==> src/rtl/barrel_shifter_if.sv <==
// Operand/result bundle for barrel_shifter; the rot signal exists only when
// BARREL_SHIFTER_ROTATE_EN is defined.
interface barrel_shifter_if #(
  parameter int unsigned WIDTH = 4
);
  localparam int unsigned SEL_W = $clog2(WIDTH);

  logic [WIDTH-1:0] in;
  logic [SEL_W-1:0] sel;
  logic             sft_lft;
  logic             in_valid;
`ifdef BARREL_SHIFTER_ROTATE_EN
  logic             rot;
`endif
  logic [WIDTH-1:0] out;
  logic             out_valid;

  modport master (
`ifdef BARREL_SHIFTER_ROTATE_EN
    output rot,
`endif
    output in, sel, sft_lft, in_valid,
    input  out, out_valid
  );

  modport slave (
`ifdef BARREL_SHIFTER_ROTATE_EN
    input  rot,
`endif
    input  in, sel, sft_lft, in_valid,
    output out, out_valid
  );
endinterface

==> src/rtl/barrel_shifter.sv <==
// Logical barrel shifter: log-stage shift network into one output register.
// Define BARREL_SHIFTER_ROTATE_EN to add the rot input (rotate instead of zero-fill).
module barrel_shifter #(
  parameter int unsigned WIDTH = 4
) (
  input logic              clk,
  input logic              rst_n,
  barrel_shifter_if.slave  bus
);
  localparam int unsigned SEL_W = $clog2(WIDTH);

  logic [WIDTH-1:0] stage_d;
  logic [WIDTH-1:0] shifted;
`ifdef BARREL_SHIFTER_ROTATE_EN
  logic [WIDTH-1:0] wrapped;
`endif
  logic [WIDTH-1:0] out_q;
  logic             valid_q;

  // Stage k moves by 2^k; in rotate mode the bits pushed off one end are OR-ed back in at the other.
  always_comb begin
    stage_d = bus.in;
    shifted = '0;
`ifdef BARREL_SHIFTER_ROTATE_EN
    wrapped = '0;
`endif
    for (int unsigned k = 0; k < SEL_W; k++) begin
      if (bus.sel[k]) begin
        if (bus.sft_lft) begin
          shifted = stage_d << (32'd1 << k);
`ifdef BARREL_SHIFTER_ROTATE_EN
          wrapped = stage_d >> (WIDTH - (32'd1 << k));
`endif
        end else begin
          shifted = stage_d >> (32'd1 << k);
`ifdef BARREL_SHIFTER_ROTATE_EN
          wrapped = stage_d << (WIDTH - (32'd1 << k));
`endif
        end
`ifdef BARREL_SHIFTER_ROTATE_EN
        stage_d = bus.rot ? (shifted | wrapped) : shifted;
`else
        stage_d = shifted;
`endif
      end
    end
  end

  always_ff @(posedge clk or negedge rst_n) begin
    if (!rst_n) begin
      out_q   <= '0;
      valid_q <= 1'b0;
    end else begin
      valid_q <= bus.in_valid;
      if (bus.in_valid) begin
        out_q <= stage_d;
      end
    end
  end

  assign bus.out       = out_q;
  assign bus.out_valid = valid_q;
endmodule

==> src/flat_wrapper.sv <==
// flat-port wrapper written by rule: the top's interface ports become plain ports
module barrel_shifter_flat 
#(
  parameter int unsigned WIDTH = 4
)
  (clk, rst_n, bus_in, bus_sel, bus_sft_lft, bus_in_valid, bus_out, bus_out_valid);
  barrel_shifter_if #(.WIDTH(WIDTH)) bus_i ();
  input logic clk;
  input logic rst_n;
  input wire logic [$bits(bus_i.in)-1:0] bus_in;
  input wire logic [$bits(bus_i.sel)-1:0] bus_sel;
  input wire logic [$bits(bus_i.sft_lft)-1:0] bus_sft_lft;
  input wire logic [$bits(bus_i.in_valid)-1:0] bus_in_valid;
  output wire logic [$bits(bus_i.out)-1:0] bus_out;
  output wire logic [$bits(bus_i.out_valid)-1:0] bus_out_valid;
  assign bus_i.in = bus_in;
  assign bus_i.sel = bus_sel;
  assign bus_i.sft_lft = bus_sft_lft;
  assign bus_i.in_valid = bus_in_valid;
  assign bus_out = bus_i.out;
  assign bus_out_valid = bus_i.out_valid;
  barrel_shifter #(.WIDTH(WIDTH)) u_core (.clk(clk), .rst_n(rst_n), .bus(bus_i));
endmodule
==> config.mk <==
export PLATFORM = sky130hd
export DESIGN_NAME = barrel_shifter_flat
export DESIGN_NICKNAME = d
export VERILOG_FILES = /design/src/rtl/barrel_shifter_if.sv /design/src/rtl/barrel_shifter.sv /design/src/flat_wrapper.sv
export SDC_FILE = /design/constraint.sdc
export NUM_CORES = 1
export LEC_CHECK = 0
export ABC_AREA = 1
export CORE_AREA = 8 8 45 47
export CTS_CLUSTER_SIZE = 10
export DETAILED_ROUTE_END_ITERATION = 12
export DIE_AREA = 0 0 53 55
export HOLD_SLACK_MARGIN = 0.05
export PLACE_DENSITY = 0.5
export RECOVER_POWER = 25
export SYNTH_ARGS = -nofsm -noshare
export SYNTH_HDL_FRONTEND = slang
export SYNTH_SLANG_ARGS = --single-unit
==> constraint.sdc <==
create_clock -name clk -period 0.8 [get_ports clk]
set_clock_uncertainty 0.1 [all_clocks]
set_input_delay 0.24 -clock clk [delete_from_list [all_inputs] [get_ports clk]]
set_output_delay 0.24 -clock clk [all_outputs]
set_load 0.005 [all_outputs]
# Yosys cells after proc, flatten, opt, wreduce, memory -nomap -nowiden
# Index checks and enable logic that the tools add are counted.
# word_totals
regBits	5
# classes
muxes	4
# ops
operator	count
two-way mux 4 bit	4

# Depth between registers and ports, before layout
# logic_depth
word_depth	4
ltp_mapped	7
depth_no_buf	7

# Worst setup path after synthesis
# No wires, ideal clock.
# synth_path
path_type	input-to-reg
start	input bus_sel[1]
end	register u_core.out_q[1] (netlist: u_core.bus.out[1])
cell_stages	4
required_time_ps	576
arrival_ps	631
path_buffers	0
path_slack_ps	-55
setup_time_ps	124
path_cell_list	bufinv_8 > nor2_1 > a21oi_1 > a21oi_1
# synth_via
elab_chain_len	1
# synth_rtl
item	line	rtl
start, declared	flat_wrapper.sv:11	input wire logic [$bits(bus_i.sel)-1:0] bus_sel;
two-way mux 4 bit	barrel_shifter.sv:28	if (bus.sel[k]) begin
end signal, assigned	barrel_shifter.sv:56	out_q <= stage_d;
end, declared	barrel_shifter.sv:17	logic [WIDTH-1:0] out_q;
# No other way between the ends.
# A chain may end at the register's enable or synchronous reset.

# Worst setup path after layout
# layout_path
start	register u_core.out_q[0] (netlist: u_core.bus.out[0])
end	output bus_out[0]
# layout_rtl
item	line	rtl
end, declared	flat_wrapper.sv:14	output wire logic [$bits(bus_i.out)-1:0] bus_out;
# No word-level cell between the ends.

==> flow_summary.ini <==
[outcome]
status = finished, violations left
violations = setup timing

[layout]
areaGrowthSynthToFinish_pct = 69.5
final_cells = 86
nNetsFinal = 81
fill_cells = 148
drive_gt1_share_pct = 45.7
final_core_util_pct = 39.2
n_antenna_cell = 0

[floorplan]
die_y_um = 55
initial_utilization_pct = 23.1
core_area_sq_um = 1380
die_w_um = 53
num_rows = 14
num_io_pins = 15
dieArea_sq_um = 2920

[synthesis]
syn_avg_cell_area_sq_um = 6.96
yosys_warnings = 0
synth_top_area_share_pct = 39.1
ys_seq_area_share_pct = 39.1
ys_seq_elements = 5
ys_types = 10
synth_fp_nets = 56
synth_cells = 46
yosysTopAreaCell = dfrtp_1
synth_area_sq_um = 320
yosys-top-cells-area = dfrtp_1, nand2_1, nand3_1

[clock_network]
holdBufCountCts = 0
clock_sinks = 5
clk_latency_ps = 240
cts_root_buffer = clkbuf_4
h-tree-depth = 1
cts_tree = done
cts_buffers = 3
clockBufferDepth = 2
clk_pin_slew_ps = 40

[place]
dp_cells = 80
io_buffers = 14
finalWeightedCongestion = 0.802
place_hpwl_um = 731

[timing]
max-slew-margin-rel_pct = 83.5
rsz0062_at_grt = true
clock.fmax_mhz = 915
period_share_pct = 137
hold_violations = 0
fin_ws_ps = -293
finalCriticalPeriod_ps = 1090
setup_viol = 9
hold_slack_ps = 200
worst_slew_pin_slew_ps = 246
drv_slew = 0

[setup_path]
crit_required_ps = 460
cp.depth = 1
critPathKind = reg -> out
cp-end-kind = output port
cp-start-kind = register
r2r_slack_ps = -20
critPathSlowestCell = dfrtp_1
arrival_ps = 750
critical_path.max_stage_delay_ps = 380
cp_cell_sequence = buf_2
critPathBufInv = 1
cp_max_fo = 2
regToRegEndpoint = u_core.bus.out[2]$_DFFE_PN0P_
rr_worst_depth = 3
timing.rr.start = u_core.bus.out[2]$_DFFE_PN0P_
cp_top_family = flip-flops

[pwr]
total_power_uw = 802
p_per_area_nw_per_um2 = 1480
power.leakage_nw = 0.293
ir_drop_mv = 0.586

[global_routing]
grt_pass1_vias = 363
track_usage_pct = 6.89
overflow = 0
antenna_found_initial = 0
grt_start_max_net_pins = 8
grt_first_pass_wirelength_mm = 1.46

[detailed_routing]
drt_wl_total_um = 860
wl_per_cell_um = 10.0
drtIter0Drc = 8
via_per_inst = 4.41
dr.pass1.iters = 4
antenna_left = 0
drc_errors = 0
vias = 379

[worst_hold_path]
hold_class = in -> async

[run]
maxCapViolCount = 0
timing repair:
action | in CTS | in global routing
endpoints found under the hold margin | 0 | 0
gates resized for setup | 44 | 6
pin swaps | 8 | 2
setup buffers | 3 | 0
endpoints found under the setup margin | 9 | 9
cloned | 0 | 0
layout make-up:
class                   count  area [sq um]  share of cell area [%]
flip-flops and latches      5           125                    23.0
repair buffers             20           158                    29.0
multi-input cells          36           188                    34.6
clock buffers               4          26.3                    4.84
well taps                  16          20.0                    3.69
inverters                   5          26.3                    4.84
cells in the mapped netlist (all sizes together):
library cell  count
dfrtp             5
nor2              3
a21oi             4
bufinv            1
inv               4
nand2            21
nand3             8
logic make-up after synthesis:
logic type | Yosys count | synth area share (%)
AO/OA/AOI/OAI | 4 | 6.25
buffers and inverters | 5 | 10.2
flip-flops | 5 | 39.1
AND/OR/NAND/NOR | 32 | 44.5
per-layer routing:
metal  track usage [%]  part of all wire [%]
met5                 0                     0
met4              5.17                   1.2
met3              2.67                   5.0
met2              11.5                    57
met1              6.86                    37
report_power, final:
group	internal (mW)	switching (mW)
logic	0.117	0.111
clock network	0.188	0.0953
registers	0.278	0.0118
cells in the final DEF (no fill, tap or decap), drive strengths merged:
master,instances
a21oi,4
buf,13
clkbuf,4
clkdlybuf4s15,4
dfrtp,5
dlygate4sd2,2
dlygate4sd3,1
inv,5
nand2,21
nand3,8
nor2,3
worst max-delay path by stage:
| stage | startpoint | endpoint |
|---|---|---|
| after CTS | u_core.bus.out[2]$_DFFE_PN0P_ | bus_out[2] |
| after global placement | bus_sel[0] | u_core.bus.out[1]$_DFFE_PN0P_ |
| after floorplan | bus_sft_lft | u_core.bus.out[0]$_DFFE_PN0P_ |
| after detailed placement | bus_sel[0] | u_core.bus.out[1]$_DFFE_PN0P_ |
| final | u_core.bus.out[0]$_DFFE_PN0P_ | bus_out[0] |
| after global routing | u_core.bus.out[0]$_DFFE_PN0P_ | bus_out[0] |
flip-flops by register name, indices dropped and copies added (netlist names):
signal,cells
u_core.bus.out,4
u_core.bus.out_valid,1
through the flow:
step	TNS [ps]	instance area [sq um]	setup slack, ps
3_5_place_dp	-4870	512	-717
2_1_floorplan	0	322	3.06
6_report	-1410	543	-293
4_1_cts	-1480	526	-293
3_3_place_gp	-4770	512	-709
5_1_grt	-1770	543	-334
Power figures use the tool's default switching activity.
